### config.mk
export PLATFORM = sky130hd
export DESIGN_NAME = key_repeat_debouncer
export DESIGN_NICKNAME = d
export VERILOG_FILES = /design/src/rtl/key_pkg.sv /design/src/rtl/key_debounce_chan.sv /design/src/rtl/key_repeat_debouncer.sv
export SDC_FILE = /design/constraint.sdc
export NUM_CORES = 1
export LEC_CHECK = 0
export CAP_MARGIN = 20
export CORE_MARGIN = 5
export CORE_UTILIZATION = 40
export DETAILED_ROUTE_END_ITERATION = 12
export RECOVER_POWER = 25
export SLEW_MARGIN = 20
export SYNTH_ARGS = -nofsm -noshare
export SYNTH_HDL_FRONTEND = slang
export SYNTH_SLANG_ARGS = --single-unit
### constraint.sdc
create_clock -name clk -period 13.1 [get_ports clk]
set_input_delay 2.62 -clock clk [delete_from_list [all_inputs] [get_ports clk]]
set_output_delay 2.62 -clock clk [all_outputs]
set_load 0.05 [all_outputs]
### src/rtl/key_pkg.sv
// key_pkg: shared repeat-state encoding and counter width helper for the key debouncer
package key_pkg;
    typedef enum logic [1:0] {
        R_IDLE   = 2'd0,
        R_DELAY  = 2'd1,
        R_REPEAT = 2'd2,
        R_HELD   = 2'd3
    } rstate_t;
    function automatic int clog2w(input int v);
        return (v > 1) ? $clog2(v) : 1;
    endfunction
endpackage

### src/rtl/key_debounce_chan.sv
// key_debounce_chan: synchroniser, debounce counter and auto-repeat FSM for one key
module key_debounce_chan
    import key_pkg::*;
#(
    parameter bit ACTIVE_LOW      = 1'b1,
    parameter int DEBOUNCE_CYCLES = 1000000,
    parameter int REPEAT_DELAY    = 15000000,
    parameter int REPEAT_RATE     = 5000000
) (
    input  logic clk,
    input  logic rst,
    input  logic i_key,
    input  logic i_repeat_en,
    output logic o_level,
    output logic o_press,
    output logic o_release,
    output logic o_repeat
);
    localparam int CW = clog2w(DEBOUNCE_CYCLES);
    localparam int TW = clog2w(REPEAT_DELAY > REPEAT_RATE ? REPEAT_DELAY : REPEAT_RATE);
    logic [1:0]    r_sync;
    logic          r_state;
    logic [CW-1:0] r_cnt;
    rstate_t       r_rs, w_rs_n;
    logic [TW-1:0] r_tmr, w_tmr_n;
    logic          r_press, r_release, r_repeat;
    logic          w_pressed, w_diff, w_toggle, w_press, w_release, w_pulse;
    assign w_pressed = ACTIVE_LOW ? ~r_sync[1] : r_sync[1];
    assign w_diff    = w_pressed != r_state;
    assign w_toggle  = w_diff && (r_cnt == CW'(DEBOUNCE_CYCLES - 1));
    assign w_press   = w_toggle & ~r_state;
    assign w_release = w_toggle & r_state;
    always_comb begin
        w_rs_n  = r_rs;
        w_tmr_n = r_tmr + 1'b1;
        w_pulse = 1'b0;
        if (w_release) begin
            w_rs_n  = R_IDLE;
            w_tmr_n = '0;
        end else begin
            case (r_rs)
                R_IDLE: begin
                    w_tmr_n = '0;
                    if (w_press) begin
                        w_pulse = 1'b1;
                        w_rs_n  = i_repeat_en ? R_DELAY : R_HELD;
                    end
                end
                R_DELAY: begin
                    if (!i_repeat_en) begin
                        w_rs_n  = R_HELD;
                        w_tmr_n = '0;
                    end else if (r_tmr == TW'(REPEAT_DELAY - 1)) begin
                        w_pulse = 1'b1;
                        w_tmr_n = '0;
                        w_rs_n  = R_REPEAT;
                    end
                end
                R_REPEAT: begin
                    if (!i_repeat_en) begin
                        w_rs_n  = R_HELD;
                        w_tmr_n = '0;
                    end else if (r_tmr == TW'(REPEAT_RATE - 1)) begin
                        w_pulse = 1'b1;
                        w_tmr_n = '0;
                    end
                end
                default: begin
                    w_tmr_n = '0;
                    w_rs_n  = i_repeat_en ? R_DELAY : R_HELD;
                end
            endcase
        end
    end
    always_ff @(posedge clk or posedge rst) begin
        if (rst) begin
            r_sync    <= {2{ACTIVE_LOW}};
            r_state   <= 1'b0;
            r_cnt     <= '0;
            r_rs      <= R_IDLE;
            r_tmr     <= '0;
            r_press   <= 1'b0;
            r_release <= 1'b0;
            r_repeat  <= 1'b0;
        end else begin
            r_sync    <= {r_sync[0], i_key};
            r_cnt     <= (w_diff && !w_toggle) ? r_cnt + 1'b1 : '0;
            r_state   <= r_state ^ w_toggle;
            r_rs      <= w_rs_n;
            r_tmr     <= w_tmr_n;
            r_press   <= w_press;
            r_release <= w_release;
            r_repeat  <= w_pulse;
        end
    end
    assign o_level   = r_state;
    assign o_press   = r_press;
    assign o_release = r_release;
    assign o_repeat  = r_repeat;
endmodule

### src/rtl/key_repeat_debouncer.sv
// key_repeat_debouncer: N independent debounced keys with press/release/auto-repeat pulses
module key_repeat_debouncer
    import key_pkg::*;
#(
    parameter int N_KEYS          = 4,
    parameter bit ACTIVE_LOW      = 1'b1,
    parameter int DEBOUNCE_CYCLES = 1000000,
    parameter int REPEAT_DELAY    = 15000000,
    parameter int REPEAT_RATE     = 5000000
) (
    input  logic              clk,
    input  logic              rst,
    input  logic [N_KEYS-1:0] keys_in,
    input  logic [N_KEYS-1:0] repeat_en,
    output logic [N_KEYS-1:0] key_level,
    output logic [N_KEYS-1:0] key_press,
    output logic [N_KEYS-1:0] key_release,
    output logic [N_KEYS-1:0] key_repeat
);
    if (DEBOUNCE_CYCLES < 2 || REPEAT_DELAY < 1 || REPEAT_RATE < 1 || N_KEYS < 1) begin : g_bad_params
        $fatal(1, "key_repeat_debouncer: parameter below legal minimum");
    end
    for (genvar i = 0; i < N_KEYS; i++) begin : g_ch
        key_debounce_chan #(
            .ACTIVE_LOW     (ACTIVE_LOW),
            .DEBOUNCE_CYCLES(DEBOUNCE_CYCLES),
            .REPEAT_DELAY   (REPEAT_DELAY),
            .REPEAT_RATE    (REPEAT_RATE)
        ) u_chan (
            .clk        (clk),
            .rst        (rst),
            .i_key      (keys_in[i]),
            .i_repeat_en(repeat_en[i]),
            .o_level    (key_level[i]),
            .o_press    (key_press[i]),
            .o_release  (key_release[i]),
            .o_repeat   (key_repeat[i])
        );
    end
endmodule

Yosys cells after proc, flatten, opt, wreduce, memory -nomap -nowiden
Cells that the tools add are included.

Bitwise operators: 20. Eq/ne operators: 36. Add/subtract/negate cells: 8. Reduce and logical (&&, ||, !) cells: 20. Multiplexer cells: 84.

Operator list (number): $mux 24 (20); $pmux 24 s2 (4); $add 24x1->24 const B (4); $eq 24x23->1 const B (4); $eq 24x24->1 const B (4); $add 20x1->20 const B (4); $eq 20x20->1 const B (4); $mux 20 (4); $mux 2 (24); $mux 1 (24); $pmux 2 s3 (4); $ne 4x2->1 const B (4); $ne 3x1->1 const B (4); $ne 3x2->1 const B (4); $pmux 1 s3 (4); $reduce_and 3->1 (4); $and 1x1->1 (8); $eq 2x1->1 const B (4); $eq 2x2->1 const B (4); $logic_and 1x1->1 (8); $logic_not 2->1 (4); $not 1->1 (8); $logic_not 1->1 (4); $ne 1x1->1 (4); $xor 1x1->1 (4).

Input bits: 10. Bits in registers: 208. Word-level logic and storage cells: 200.

Depth between registers and ports, before layout
Gate-level depths: netlist (run 1).

Depth after elaboration: 7. Mapped depth: 12. Depth with buffers taken out: 11.

Hierarchy
Synthesis (run 1) repeated with hierarchy kept, for this count alone.

Cell total of the unflattened synthesis: 1144. Area total of the unflattened synthesis: 11230.8 um2.

Modules (own cells, without submodules): key_debounce_chan at g_ch[1].u_chan (sequential area each 1303.8 um2, cells each 294, instances 1, area each 2874.0 um2); key_debounce_chan at g_ch[2].u_chan (sequential area each 1303.8 um2, cells each 292, instances 1, area each 2845.2 um2); key_debounce_chan at g_ch[3].u_chan (sequential area each 1303.8 um2, cells each 282, instances 1, area each 2829.0 um2); key_debounce_chan at g_ch[0].u_chan (sequential area each 1303.8 um2, cells each 276, instances 1, area each 2682.6 um2).

Least setup slack after synthesis (run 1)
No wires, ideal clock.

Path type: input -> register. Start: in repeat_en[0]. End: reg g_ch[0].u_chan.r_tmr[15]. Cell stages on the path: 6. Data arrival time: 3.388 ns. Required time: 12.981 ns. Path slack: 9.594 ns. Path through: nand2_1 nor2_1 and2_1 a32oi_4 buf_6 nor2_1.

Cells in the longest elaborated chain, start to end: 3.

RTL lines: start, declared (line key_repeat_debouncer.sv:14) `input logic [N_KEYS-1:0] repeat_en,`; $mux 24 (on tied branches) (line key_debounce_chan.sv:60, key_debounce_chan.sv:50); $pmux 24 s2 (*) (line key_debounce_chan.sv:41) `case (r_rs)`; $mux 24 (*) (line key_debounce_chan.sv:37) `if (w_release) begin`; net g_ch[0].u_chan.w_tmr_n[15] (line key_debounce_chan.sv:25) `logic [TW-1:0] r_tmr, w_tmr_n;`; end signal, assigned (line key_debounce_chan.sv:90) `r_tmr <= w_tmr_n;`; end, declared (line key_debounce_chan.sv:25).

Mark *: on every way through the listed nets, which the timed path passes. The rest lies on a longest branch. A chain may end at the register's enable or synchronous reset.

==> out/metrics.yaml, run 1 <==
slew-limit-headroom: -2.851
syn_nets: 1128
die_w_um: 172.8
m1WireLength_mm: 9.909
synth_area_um2: 10600
grt_pass1_vias: 7568
cp.required_ns: 13.60
final_core_util: 0.4554
startpoint: "rst"
critPathKind: "in -> async"
track_usage: 0.1351
clk_path_buf_depth: 3
drv_slew: 135
cts_root_buf: "clkbuf_16"
vias: 7451
dpl_cell_area_um2: 11070
diodes: 0
cts_resized: 0
crit_fanout: 134
clock_skew_ns: 0.01174
synth_edf_count: 0
p_leak_nw: 4.905
crit_arrival_ns: 7.57
status: "finished, violations left"
antenna_found_initial: 0
synthArstFlopShare: 1.000
cts_setup_buffers: 0
setup.worst_path.end_class: "asynchronous set/reset pin"
wl_met3_um: 646
cap_violations: 1
nets: 1142
ys_ff_latch: 208
dieHeight_um: 172.8
drt-vias-per-instance: 5.128
port-buffer-count: 25
clock_latency_ns: 0.51
cp-endpoint: "g_ch[0].u_chan.r_tmr[17]"
max_slew.worst_pin.slew_ns: 5.745
ir_drop_uv: 98.51
cts_made_buffers: 24
syn_to_final_growth_pct: 11.92
fin_tns_setup_ns: 0
fmax_ghz: 0.1415
rows: 59
ys_warn_count: 0
synth_ff_type: "dfrtp_1"
worstReg2RegStart: "g_ch[1].u_chan.r_cnt[0]"
hold_class: "reg -> reg"
cts_hold_buf: 0
dp_hpwl_mm: 13.08
critPathLaunchType: "input port"
ant_nets: 0
regToRegEndpoint: "g_ch[1].u_chan.r_tmr[2]"
clock-sinks: 208
period_minus_slack_ns: 7.069
violations: "max-capacitance violations, max-slew violations"
dr.max_layer_used: "met4"
drive_gt1_frac: 0.05814
cts_tree: "built"
postLayoutCellArea_um2: 11870
finalCritPeriodShare: 0.5397
cts.clk_slew.worst_paths_ns: 0.06
core_um2: 26060
dr.pass1.iters: 4
wl_per_cell_um: 13.62
routed_wl_mm: 19.80
grt_max_degree: 135
die_area_um2: 29860
io_pins: 26
h-tree-depth: 1
r2r_setup_slack_ns: 10.17
drc: 0
finalSetupViolations: 0
fillCellCount: 2444
p_per_area_nw_per_um2: 124.8
finalHoldViolations: 0
start_util: 0.4069
rsz0062_at_grt: "no"
wl_met2_mm: 8.942
ys_seq_area_frac: 0.4919
syn_avg_cell_area_um2: 9.763
synth_cell_types: 62
grt_pass1_wl_mm: 35.89
place.gp.congestion: 0.8109
grt.overflow.total: 0
rr_worst_depth: 11
drtIter0Drc: 427
synthCells: 1086
==> logic make-up after synthesis <==
kind of cell             after synthesis  share of synthesized area
AO/OA/AOI/OAI                         34                    0.02561
XOR/XNOR                             161                     0.1330
adder cells (fa/ha/maj)               32                    0.03776
buffers and inverters                 78                    0.03599
flip-flops                           208                     0.4919
multiplexers                           4                   0.003776
AND/OR/NAND/NOR                      569                     0.2720
==> critical path, stage by stage <==
cell,delay [ns]
dlygate4sd3_1,0.55
clkinvlp_2,3.18
buf_4,1.11
==> registers in the layout, indices dropped and copies added (netlist names) <==
signal,count
g_ch.u_chan.o_release,4
g_ch.u_chan.o_repeat,4
g_ch.u_chan.o_level,4
g_ch.u_chan.o_press,4
g_ch.u_chan.r_rs,8
g_ch.u_chan.r_tmr,96
g_ch.u_chan.r_cnt,80
g_ch.u_chan.r_sync,8
==> worst min-delay path by stage <==
stage,start,endpoint,slack (ns),cells past startpoint
after global routing,g_ch[1].u_chan.r_sync[0],g_ch[1].u_chan.r_sync[1],0.36,0
after detailed placement,g_ch[1].u_chan.r_sync[0],g_ch[1].u_chan.r_sync[1],0.35,0
after CTS,g_ch[1].u_chan.r_sync[0],g_ch[1].u_chan.r_sync[1],0.36,0
final,g_ch[1].u_chan.r_sync[0],g_ch[1].u_chan.r_sync[1],0.35,0
after global placement,g_ch[1].u_chan.r_sync[0],g_ch[1].u_chan.r_sync[1],0.35,0
after floorplan,g_ch[0].u_chan.r_sync[0],g_ch[0].u_chan.r_sync[1],0.35,0
==> synth_stat cells (all sizes together) (2+ instances only) <==
library cell  instances  area, µm²
nand3b                6      45.04
a21oi                 4      20.02
o21ai                 5      28.78
nor4b                 9      78.83
or4                   2      15.01
nand4                50      334.1
o22ai                 2      12.51
or4b                  4      43.79
or2                   4      25.03
nor2b                 3      18.77
and4                 13      113.9
nand2                68      255.2
a221oi                2      17.52
clkbuf               16      61.30
and2                  5      31.28
dfrtp               200       5005
or3                   4      25.02
xnor2                66      578.1
nor3b                 7      52.55
nor4                 20      161.4
a22oi                 3      22.52
inv                  38      142.6
mux2i                 4      40.04
o21bai                3      22.52
ha                   32      400.4
a32oi                 2      43.80
nand2b                7      43.79
a31oi                 3      18.77
nand3                80      400.4
dfstp                 8      210.2
nor3                 34      170.2
and3                 28      176.4
nor4bb                2      20.02
nand4b                4      35.03
buf                  24      177.7
xor2                 95      832.1
nor2                216      810.8
==> per-layer routing <==
layer  up-vias  global-route usage
met1      3626              0.1910
met5         -                   0
met3        24             0.02380
met2        80              0.2174
li1       3721                   -
met4         0             0.03308
==> power by group <==
part / switching, mW / total, mW / internal, mW / leakage (nW)
logic: 0.0912 / 0.139 / 0.0477 / 1.66
registers: 0.0166 / 0.676 / 0.659 / 2.85
clock network: 0.257 / 0.666 / 0.410 / 0.402
total: 0.364 / 1.48 / 1.12 / 4.90
==> cell type report <==
class	count	area (µm²)	share of cell area
clock buffers	34	699.4	0.05894
flip-flops and latches	208	5215	0.4395
clock inverters	10	100.1	0.008435
well taps	335	419.2	0.03532
inverters	38	143.9	0.01213
multi-input cells	800	5012	0.4224
repair buffers	28	276.5	0.02330
==> stage by stage <==
step	std cells	setup WS [ns]	hold WS, ns	power (mW)
after floorplan	1086	4.812	0.3452	0.7973
after detailed placement	1409	8.197	0.3473	0.8282
final	1453	6.031	0.3547	1.481
after global placement	1408	8.211	0.3468	0.8265
after global routing	1453	4.847	0.3614	1.558
after CTS	1453	8.598	0.3554	1.509
==> cell usage in the layout (no fill, tap or decap), types with 13 or more instances in the layout <==
cell type and instances:
nor2_1 216, dfrtp_1 200, xor2_1 95, nand3_1 80, nand2_1 68, xnor2_1 66
nand4_1 48, inv_1 37, nor3_1 34, ha_1 32, and3_1 27, clkbuf_16 25
clkdlybuf4s50_1 18, nor4_1 16, and4_1 13
Power figures use the tool's default switching activity.
==> run 2, diff against run 1 <==
==> constraint.sdc (replaced) <==
create_clock -name clk -period 7.3 [get_ports clk]
set_input_delay 1.46 -clock clk [delete_from_list [all_inputs] [get_ports clk]]
set_output_delay 1.46 -clock clk [all_outputs]
set_load 0.05 [all_outputs]
==> out/metrics.yaml, run 2 (synthesis results as in run 1) <==
drive_gt1_frac: 0.05183
antenna_found_initial: 0
finalHoldViolations: 0
crit_arrival_ns: 5.07
clock-sinks: 208
cts_setup_buffers: 0
port-buffer-count: 25
whs_ns: 0.3470
cts.clk_slew.worst_paths_ns: 0.06
die_area_um2: 29860
nets: 1143
startpoint: "rst"
critPathLaunchType: "input port"
drt-vias-per-instance: 5.120
drtIter0Drc: 429
drv_slew: 92
grt_pass1_vias: 7260
slew-limit-headroom: -1.640
grt_max_degree: 92
hold_depth: 0
cap_violations: 1
clk_path_buf_depth: 3
ir_drop_uv: 164.7
regMostFlops: "g_ch.u_chan.r_tmr"
vias: 7445
h-tree-depth: 1
layout_common_cells: "nor2_1, dfrtp_1, xor2_1, nand3_1, nand2_1"
worstReg2RegStart: "g_ch[1].u_chan.r_cnt[0]"
io_pins: 26
rows: 59
largestRegisters: "g_ch.u_chan.r_tmr x96, g_ch.u_chan.r_cnt x80"
cts_made_buffers: 24
fmax_ghz: 0.2205
finalCritPeriodShare: 0.6213
setup.worst_path.end_class: "asynchronous set/reset pin"
grt.overflow.total: 0
dr.pass1.iters: 5
critPathKind: "in -> async"
hp-start: "g_ch[0].u_chan.r_sync[0]"
rr_worst_depth: 11
core_um2: 26060
fin_tns_setup_ns: 0
max_slew.worst_pin.slew_ns: 3.938
cts_tree: "built"
status: "finished, violations left"
layout_commonest_cell: "nor2_1"
ant_nets: 0
cts_root_buf: "clkbuf_16"
grt_pass1_wl_mm: 35.09
cts_hold_buf: 0
drc: 0
dieHeight_um: 172.8
clock_latency_ns: 0.50
place.gp.congestion: 0.8480
clock_skew_ns: 0.009645
routed_wl_mm: 19.85
final_cells: 1454
r2r_setup_slack_ns: 4.40
rsz0062_at_grt: "no"
wl_per_cell_um: 13.65
postLayoutCellArea_um2: 11800
die_w_um: 172.8
start_util: 0.4069
dp_hpwl_mm: 13.30
crit_fanout: 91
dp_cells: 1410
cp-endpoint: "g_ch[0].u_chan.r_tmr[21]"
power_mw: 2.574
diodes: 0
regToRegEndpoint: "g_ch[1].u_chan.r_tmr[15]"
period_minus_slack_ns: 4.536
p_leak_nw: 4.861
dpl_cell_area_um2: 11070
syn_to_final_growth_pct: 11.30
violations: "max-capacitance violations, max-slew violations"
hold_class: "reg -> reg"
cp.required_ns: 7.83
finalSetupViolations: 0
track_usage: 0.1325
p_per_area_nw_per_um2: 218.1
largest_reg_flops: 96
cts_resized: 0
## run 2: changes by cell type in the layout (fill, tap and decap cells not counted), moves of 2 or more
| cell | before | now |
|---|---|---|
| dlygate4sd3_1 | 7 | 4 |
| clkinv_2 | 8 | 3 |
| clkdlybuf4s50_1 | 18 | 21 |
| bufinv_16 | 2 | 0 |
| clkbuf_1 | 6 | 14 |
## run 2: routing by layer
metal	routed length [µm]	GRT usage
met1	9673	0.1892
met3	763	0.02620
met2	9117	0.2107
met4	298	0.02850
met5	0	0
## run 2: area by class of cell
class / count / area [µm²]
well taps: 335 / 419.2
inverters: 38 / 143.9
flip-flops and latches: 208 / 5215
fillers: 2507 / 14260
clock inverters: 3 / 15.01
multi-input cells: 800 / 5012
clock buffers: 41 / 715.7
repair buffers: 29 / 280.3
## run 2: power by group
part	switching (mW)	leakage [nW]	internal (mW)	total, mW
logic	0.165	1.66	0.0862	0.252
clock network	0.450	0.357	0.662	1.11
registers	0.0280	2.85	1.18	1.21
## run 2: how the worst min path moves through the flow
stage / to / slack, ns
2_1_floorplan: g_ch[0].u_chan.r_sync[1] / 0.35
4_1_cts: g_ch[0].u_chan.r_sync[1] / 0.35
3_3_place_gp: g_ch[2].u_chan.r_sync[1] / 0.35
5_1_grt: g_ch[0].u_chan.r_sync[1] / 0.36
6_report: g_ch[0].u_chan.r_sync[1] / 0.35
3_5_place_dp: g_ch[3].u_chan.r_sync[1] / 0.35
## run 2: worst max-delay path, stage by stage
cell and delay, ns:
clkdlybuf4s50_1 0.41, clkinvlp_2 2.18, buf_4 0.92
## run 2: stage by stage
| stage | setup WS (ns) | util |
|---|---|---|
| 2_1_floorplan | 0.1724 | - |
| 3_3_place_gp | 3.749 | 0.4245 |
| 3_5_place_dp | 3.947 | 0.4250 |
| 4_1_cts | 3.917 | 0.4530 |
| 5_1_grt | 1.960 | 0.4529 |
| 6_report | 2.764 | 0.4529 |
==> run 3, diff against run 2 <==
==> constraint.sdc (replaced) <==
create_clock -name clk -period 4.14 [get_ports clk]
set_input_delay 0.828 -clock clk [delete_from_list [all_inputs] [get_ports clk]]
set_output_delay 0.828 -clock clk [all_outputs]
set_load 0.05 [all_outputs]
==> out/metrics.yaml, run 3 (synthesis results as in run 1) <==
status: "finished, final reports clean"
drtIter0Drc: 615
nets: 1145
grt_pass1_wl_mm: 35.13
grt_max_degree: 90
drc: 0
period_minus_slack_ns: 2.712
crit_slowest_cell: "clkdlybuf4s50_1"
rr_worst_depth: 11
finalSetupViolations: 0
clock_skew_ns: 0.02080
track_usage: 0.1329
setup.worst_path.end_class: "output port"
diodes: 0
die_area_um2: 29860
dp_hpwl_mm: 13.37
io_pins: 26
grt_use_met3: 0.02183
h-tree-depth: 1
layout_commonest_cell: "nor2_1"
largestRegisters: "g_ch.u_chan.r_tmr x96, g_ch.u_chan.r_cnt x80"
cap_violations: 0
cts_tree: "built"
finalCritPeriodShare: 0.6551
finalHoldViolations: 0
grt.overflow.total: 0
syn_to_final_growth_pct: 12.44
dpl_cell_area_um2: 11100
path_buf_inv: 1
top_usage_layer: "met2"
dieHeight_um: 172.8
drv_slew: 0
drt-vias-per-instance: 5.101
crit_fanout: 4
dp_cells: 1411
clock-sinks: 208
hp-start: "g_ch[2].u_chan.r_sync[0]"
place.gp.congestion: 0.7730
critPathKind: "reg -> out"
fin_tns_setup_ns: 0
cts_setup_buffers: 0
largest_reg_flops: 96
cts_made_buffers: 24
cts_resized: 0
antenna_found_initial: 0
max_slew.worst_pin.slew_ns: 1.369
use_met1: 0.1942
hold_class: "reg -> reg"
postLayoutCellArea_um2: 11920
ant_nets: 0
worstPathCellList: "clkdlybuf4s50_1"
met2_usage: 0.2093
regMostFlops: "g_ch.u_chan.r_tmr"
routed_wl_mm: 20.02
worstReg2RegStart: "g_ch[1].u_chan.r_cnt[0]"
hold_depth: 0
rsz0062_at_grt: "no"
final_cells: 1456
dr.pass1.iters: 5
worst-path-stages: 1
port-buffer-count: 25
drive_gt1_frac: 0.06155
vias: 7427
start_util: 0.4069
layout_common_cells: "nor2_1, dfrtp_1, xor2_1, nand3_1, nand2_1"
fmax_ghz: 0.3687
worst_path_largest_cell_delay_ns: 0.93
cts_root_buf: "clkbuf_16"
startpoint: "g_ch[0].u_chan.o_level"
slew-limit-headroom: 0.08734
cp.required_ns: 3.31
ir_drop_uv: 399.5
final_core_util: 0.4575
clock_latency_ns: 0.51
die_w_um: 172.8
critPathLaunchType: "register"
p_per_area_nw_per_um2: 395.7
core_um2: 26060
grt_pass1_vias: 7299
clk_path_buf_depth: 3
cts.clk_slew.worst_paths_ns: 0.06
cp_top_family: "buffers and inverters"
crit_arrival_ns: 1.88
rows: 59
cts_hold_buf: 0
wl_per_cell_um: 13.75
p_leak_nw: 4.932
-- run 3: cell count changes in the layout (fill, tap and decap cells not counted), sizes merged --
cell	change
bufinv	+1
buf	+1
clkinvlp	+1
clkdlybuf4s50	-1
dlygate4sd3	+1
clkinv	+2
clkbuf	-3
-- run 3: area by class of cell --
type / count / area, µm²
clock buffer: 37 / 760.7
inverter: 38 / 143.9
clock inverter: 7 / 62.56
timing repair buffer: 31 / 314.1
sequential: 208 / 5215
tap: 335 / 419.2
multi-input combinational: 800 / 5006
fill: 2491 / 14140
-- run 3: stage by stage --
step	worst slack [ns]	hold slack (ns)	power, mW
global placement	1.491	0.3472	2.618
global route	0.9968	0.3581	4.946
CTS	1.387	0.3557	4.807
floorplan	0.6183	0.3452	2.523
detailed placement	1.438	0.3473	2.623
finish	1.428	0.3552	4.718
-- run 3: final timing paths --
check                      slack [ns]                  endpoint
hold / removal                   0.36  g_ch[2].u_chan.r_sync[1]
max in group asynchronous        1.46  g_ch[2].u_chan.r_cnt[13]
min in group asynchronous        0.96    g_ch[1].u_chan.o_press
hold reg to reg                  0.36  g_ch[2].u_chan.r_sync[1]
setup / recovery                 1.43              key_level[0]
setup reg to reg                 1.43  g_ch[1].u_chan.r_tmr[14]
-- run 3: report_power, final --
group	internal, mW	leakage, nW	switching [mW]	total, mW
combinational	0.155	1.68	0.289	0.444
sequential	2.09	2.85	0.0503	2.14
clock	1.32	0.410	0.816	2.14
total	3.56	4.93	1.16	4.72
-- run 3: routing by layer --
| metal | share of wire | wire length [µm] |
|---|---|---|
| met5 | 0 | 0 |
| met3 | 0.028 | 551 |
| met4 | 0.017 | 335 |
| met2 | 0.45 | 9051 |
| met1 | 0.50 | 10080 |
==> RTL edit 1 (config.mk and constraints of run 2) <==
Re-encode `rstate_t` (4 states) as one-hot, 4 bits wide.
--- a/src/rtl/key_pkg.sv
+++ b/src/rtl/key_pkg.sv
@@ -2,7 +2,7 @@
 package key_pkg;
-    typedef enum logic [1:0] {
-        R_IDLE   = 2'd0,
-        R_DELAY  = 2'd1,
-        R_REPEAT = 2'd2,
-        R_HELD   = 2'd3
+    typedef enum logic [3:0] {
+        R_IDLE   = 4'b0001,
+        R_DELAY  = 4'b0010,
+        R_REPEAT = 4'b0100,
+        R_HELD   = 4'b1000
     } rstate_t;
Check against the original RTL: same outputs for any inputs over 10 cycles, from zero or initial values and one cycle with rst high; not proved beyond that.
==> RTL edit 1 against run 2 <==
  * Synthesized cell count fell by 4.4%
  * Sequential cell count is 8 higher
  * Global-route usage rose by 0.086 points
  * Cell area shrank 0.84%
  * Setup slack improved by 1.2 ns
  * Area after synthesis fell by 2.2%
  * Sequential share of layout area is 2.1 points higher
  * Wire length down 4.9%
  * Via count is 3.0% lower
  * Fmax rose by 37%
Power is not compared: it rests on default switching activity, and its combinational part moved more than twofold at a synthesized area within 25%.
==> RTL edit 1: results (changes against run 2) <==
{| class="wikitable"
! Metric !! Value
|-
| Fraction of synthesized area in multiplexers || 0.290% (was 0.378%)
|-
| Half-perimeter wire length after placement || 12,400 um (was 13,300 um)
|-
| Worst r2r dst || g_ch[0].u_chan.r_tmr[17]$_DFF_PP0_ (was g_ch[1].u_chan.r_tmr[15]$_DFF_PP0_)
|-
| Outcome || complete, no violations (was finished, violations left)
|-
| Leading registers by flop count || g_ch.u_chan.r_tmr (96), g_ch.u_chan.r_cnt (80), g_ch.u_chan.r_rs (16) (was g_ch.u_chan.r_tmr (96), g_ch.u_chan.r_cnt (80))
|-
| Maximum clock skew at final layout || 0.0107 ns (was 0.00965 ns)
|-
| Unique cell type count in the Yosys netlist || 46 (was 62)
|-
| Insertion delay to the later sink of the worst-skew pair || 0.52 ns (was 0.50 ns)
|-
| Post-Place Worst Slack || 3.77 ns (was 3.95 ns)
|-
| Total Nets Final || 1,084 (was 1,143)
|-
| Destination of the critical timing path || key_level[0] (was g_ch[0].u_chan.r_tmr[21]$_DFF_PP0_)
|-
| Compound-Gate Fraction of Synth Area || 1.80% (was 2.56%)
|-
| Number of cells after detailed placement || 1,366 (was 1,410)
|-
| Final hold slack || 0.358 ns (was 0.347 ns)
|-
| Crit Path Max Fanout || 4 (was 91)
|-
| DRT Wirelength || 18,900 um (was 19,900 um)
|-
| Filler cell count in the final layout || 2,401 (was 2,507)
|-
| Syn_area_per_cell || 9.99 um2 (was 9.76 um2)
|-
| Setup slack, reg-to-reg || 4.07 ns (was 4.40 ns)
|-
| Commonest cells in the synthesized netlist || nor2_1 (220), dfrtp_1 (204), xor2_1 (102) (was nor2_1 (216), dfrtp_1 (200), xor2_1 (95))
|-
| Maximum achievable frequency || 0.302 GHz (was 0.220 GHz)
|-
| Register area share after synthesis || 52.3% (was 49.2%)
|-
| Setup crit start || g_ch[0].u_chan.o_level$_DFF_PP0_ (was rst)
|-
| XOR/XNOR Fraction of Synth Area || 13.8% (was 13.3%)
|-
| Arrival time worst endpoint || 1.86 ns (was 5.07 ns)
|-
| Layout overhead on the synthesized area || 12.9% (was 11.3%)
|-
| Pin count of the biggest net entering global routing || 133 (was 92)
|}
-- RTL edit 1: power breakdown --
part	total, W	switching, W	internal (W)
logic	0.0000613	0.0000443	0.0000170
clock network	0.00118	0.000479	0.000702
registers	0.00122	0.0000102	0.00121
-- RTL edit 1: area by class of cell --
type | count | share of cell area (%)
clock inverters | 10 | 0.428
multi-input cells | 766 | 40.2
repair buffers | 28 | 2.47
well taps | 335 | 3.58
inverters | 22 | 0.716
flip-flops and latches | 216 | 46.3
clock buffers | 34 | 6.32
-- RTL edit 1: kinds of logic after synthesis --
family	count (synthesis)
AND/OR/NAND/NOR	558
XOR/XNOR	163
AO/OA/AOI/OAI	26
multiplexers	3
buffers and inverters	56
flip-flops	216
adder cells (fa/ha/maj)	16
-- RTL edit 1: layer usage --
metal  vias up  GRT usage, %  wire length (um)
met3        24          1.89               615
met1      3533          19.1              9190
met5         -             0                 0
li1       3577             -                 -
met4         0          3.79               355
met2        84          21.3              8720
==> RTL edit 2 (flow settings as in run 2) <==
Made on the original files. Set the parameter `N_KEYS` to 5 (it was 4).
--- a/src/rtl/key_repeat_debouncer.sv
+++ b/src/rtl/key_repeat_debouncer.sv
@@ -4,3 +4,3 @@
 #(
-    parameter int N_KEYS          = 4,
+    parameter int N_KEYS          = 5,
     parameter bit ACTIVE_LOW      = 1'b1,
Ports: changed (6 resized); port bits go from 26 to 32. The function was not compared with the original's and may differ.
==> RTL edit 2 against run 2 <==
  * Cell area is 26% higher
  * Worst hold slack better by 0.0077 ns
  * Highest routed layer unchanged
  * Critical endpoint is now key_level[3]
  * Area after synthesis is 25% higher
  * Largest power group unchanged
  * Sequential cell count increased by 52
  * Power rose by 34%
  * Setup slack better by 1.2 ns
  * Wire length is 22% higher
  * Sequential power grew 26%
==> RTL edit 2: results (changes against run 2) <==
{| class="wikitable"
! Metric !! Value
|-
| Outcome || complete, no violations (was finished, violations left)
|-
| First drt pass iteration count || 4 (was 5)
|-
| Setup crit start || g_ch[3].u_chan.o_level$_DFF_PP0_ (was rst)
|-
| VDD IR max || 181 uV (was 165 uV)
|-
| Slowest cell on the critical path || clkdlybuf4s50_1 (was clkinvlp_2)
|-
| Launch point of the worst reg-to-reg path || g_ch[2].u_chan.r_cnt[0]$_DFF_PP0_ (was g_ch[1].u_chan.r_cnt[0]$_DFF_PP0_)
|-
| Leading registers by flop count || g_ch.u_chan.r_tmr (120), g_ch.u_chan.r_cnt (100) (was g_ch.u_chan.r_tmr (96), g_ch.u_chan.r_cnt (80))
|-
| Number of port buffers || 31 (was 25)
|-
| Fraction of synthesized area in multiplexers || 0.303% (was 0.378%)
|-
| Relative max-transition margin || 25.2% (was -164%)
|-
| Core footprint || 32,600 um2 (was 26,100 um2)
|-
| Maximum single-stage delay on the critical path || 0.88 ns (was 2.18 ns)
|-
| Pin count of the biggest net entering global routing || 193 (was 92)
|-
| DRT Wirelength || 24,300 um (was 19,900 um)
|-
| GRT Util Overall || 13.5% (was 13.2%)
|-
| Insertion delay to the later sink of the worst-skew pair || 0.54 ns (was 0.50 ns)
|-
| Post-CTS setup repair buffer count || 0 (unchanged)
|-
| Half-perimeter wire length after placement || 16,000 um (was 13,300 um)
|-
| Share of final-layout standard cells stronger than drive strength 1 || 5.55% (was 5.18%)
|-
| Worst r2r dst || g_ch[2].u_chan.r_tmr[3]$_DFF_PP0_ (was g_ch[1].u_chan.r_tmr[15]$_DFF_PP0_)
|-
| Count of non-filler cells in the finished layout || 1,847 (was 1,454)
|-
| Number of cells after detailed placement || 1,790 (was 1,410)
|-
| Arrival time worst endpoint || 1.90 ns (was 5.07 ns)
|-
| Vias || 9,168 (was 7,445)
|-
| Setup slack, reg-to-reg || 4.31 ns (was 4.40 ns)
|-
| Final worst path period share || 46.0% (was 62.1%)
|-
| XOR/XNOR Fraction of Synth Area || 13.6% (was 13.3%)
|-
| Filler cell count in the final layout || 3,107 (was 2,507)
|-
| Static leakage || 6.08 nW (was 4.86 nW)
|-
| Crit Path Max Fanout || 4 (was 91)
|-
| Cell types occupying the most area after synthesis || dfrtp_1 (47%), nor2_1 (8.2%), xor2_1 (7.6%) (was dfrtp_1 (47%), xor2_1 (7.8%), nor2_1 (7.6%))
|-
| Number of global-route vias before repair || 9,128 (was 7,260)
|-
| Adder and majority cell fraction of the synthesized area || 3.79% (was 3.78%)
|-
| Compound-Gate Fraction of Synth Area || 2.43% (was 2.56%)
|-
| Commonest cells in the synthesized netlist || nor2_1 (289), dfrtp_1 (250), xor2_1 (115) (was nor2_1 (216), dfrtp_1 (200), xor2_1 (95))
|}
-- RTL edit 2: cell count changes in the layout (fill, tap and decap cells not counted), moves of 15 or more --
cell	before	now
nor2_1	216	289
xor2_1	95	115
inv_1	37	52
dfrtp_1	200	250
nand2_1	68	87
xnor2_1	66	90
-- RTL edit 2: area by class of cell --
| cell class | count | area, um2 | share of cell area, % |
|---|---|---|---|
| clock buffer | 45 | 908 | 6.10 |
| clock inverter | 11 | 115 | 0.773 |
| inverter | 53 | 200 | 1.34 |
| multi-input combinational | 1001 | 6230 | 41.8 |
| sequential | 260 | 6520 | 43.8 |
| tap | 442 | 553 | 3.71 |
| timing repair buffer | 35 | 369 | 2.48 |
-- RTL edit 2: worst min-delay path by stage --
stage	to	from	depth (start not counted)
floorplan	g_ch[0].u_chan.r_sync[1]$_DFF_PP1_	g_ch[0].u_chan.r_sync[0]$_DFF_PP1_	0
global placement	g_ch[4].u_chan.r_sync[1]$_DFF_PP1_	g_ch[4].u_chan.r_sync[0]$_DFF_PP1_	0
detailed placement	g_ch[4].u_chan.r_sync[1]$_DFF_PP1_	g_ch[4].u_chan.r_sync[0]$_DFF_PP1_	0
CTS	g_ch[4].u_chan.r_sync[1]$_DFF_PP1_	g_ch[4].u_chan.r_sync[0]$_DFF_PP1_	0
global route	g_ch[4].u_chan.r_sync[1]$_DFF_PP1_	g_ch[4].u_chan.r_sync[0]$_DFF_PP1_	0
finish	g_ch[4].u_chan.r_sync[1]$_DFF_PP1_	g_ch[4].u_chan.r_sync[0]$_DFF_PP1_	0
-- RTL edit 2: worst register-to-register path: cells and delay by family (launching register included) --
family	cells	cell delay (ns)
adder cells (fa/ha/maj)	2	0.56
AO/OA/AOI/OAI	2	0.66
AND/OR/NAND/NOR	7	1.23
flip-flops	1	0.38
-- RTL edit 2: per-layer routing --
layer / GRT usage [%] / up-vias / part of all wire (%)
li1: - / 4641 / -
met1: 18.8 / 4402 / 50
met2: 22.2 / 92 / 45
met3: 2.24 / 33 / 2.8
met4: 3.15 / 0 / 2.1
met5: 0 / - / 0
-- RTL edit 2: stage by stage --
| stage | hold slack, ns | power, W | instance area (um2) |
|---|---|---|---|
| after floorplan | 0.345 | 0.00187 | 13200 |
| after global placement | 0.348 | 0.00194 | 13800 |
| after detailed placement | 0.347 | 0.00195 | 13800 |
| after CTS | 0.356 | 0.00350 | 14900 |
| after global routing | 0.359 | 0.00362 | 14900 |
| final | 0.355 | 0.00344 | 14900 |
-- RTL edit 2: where the power goes --
part           switching, W  total (W)  leakage (nW)  internal, W
Clock              0.000588    0.00151         0.495     0.000926
Sequential        0.0000413    0.00153          3.55      0.00149
Combinational      0.000253   0.000394          2.03     0.000141
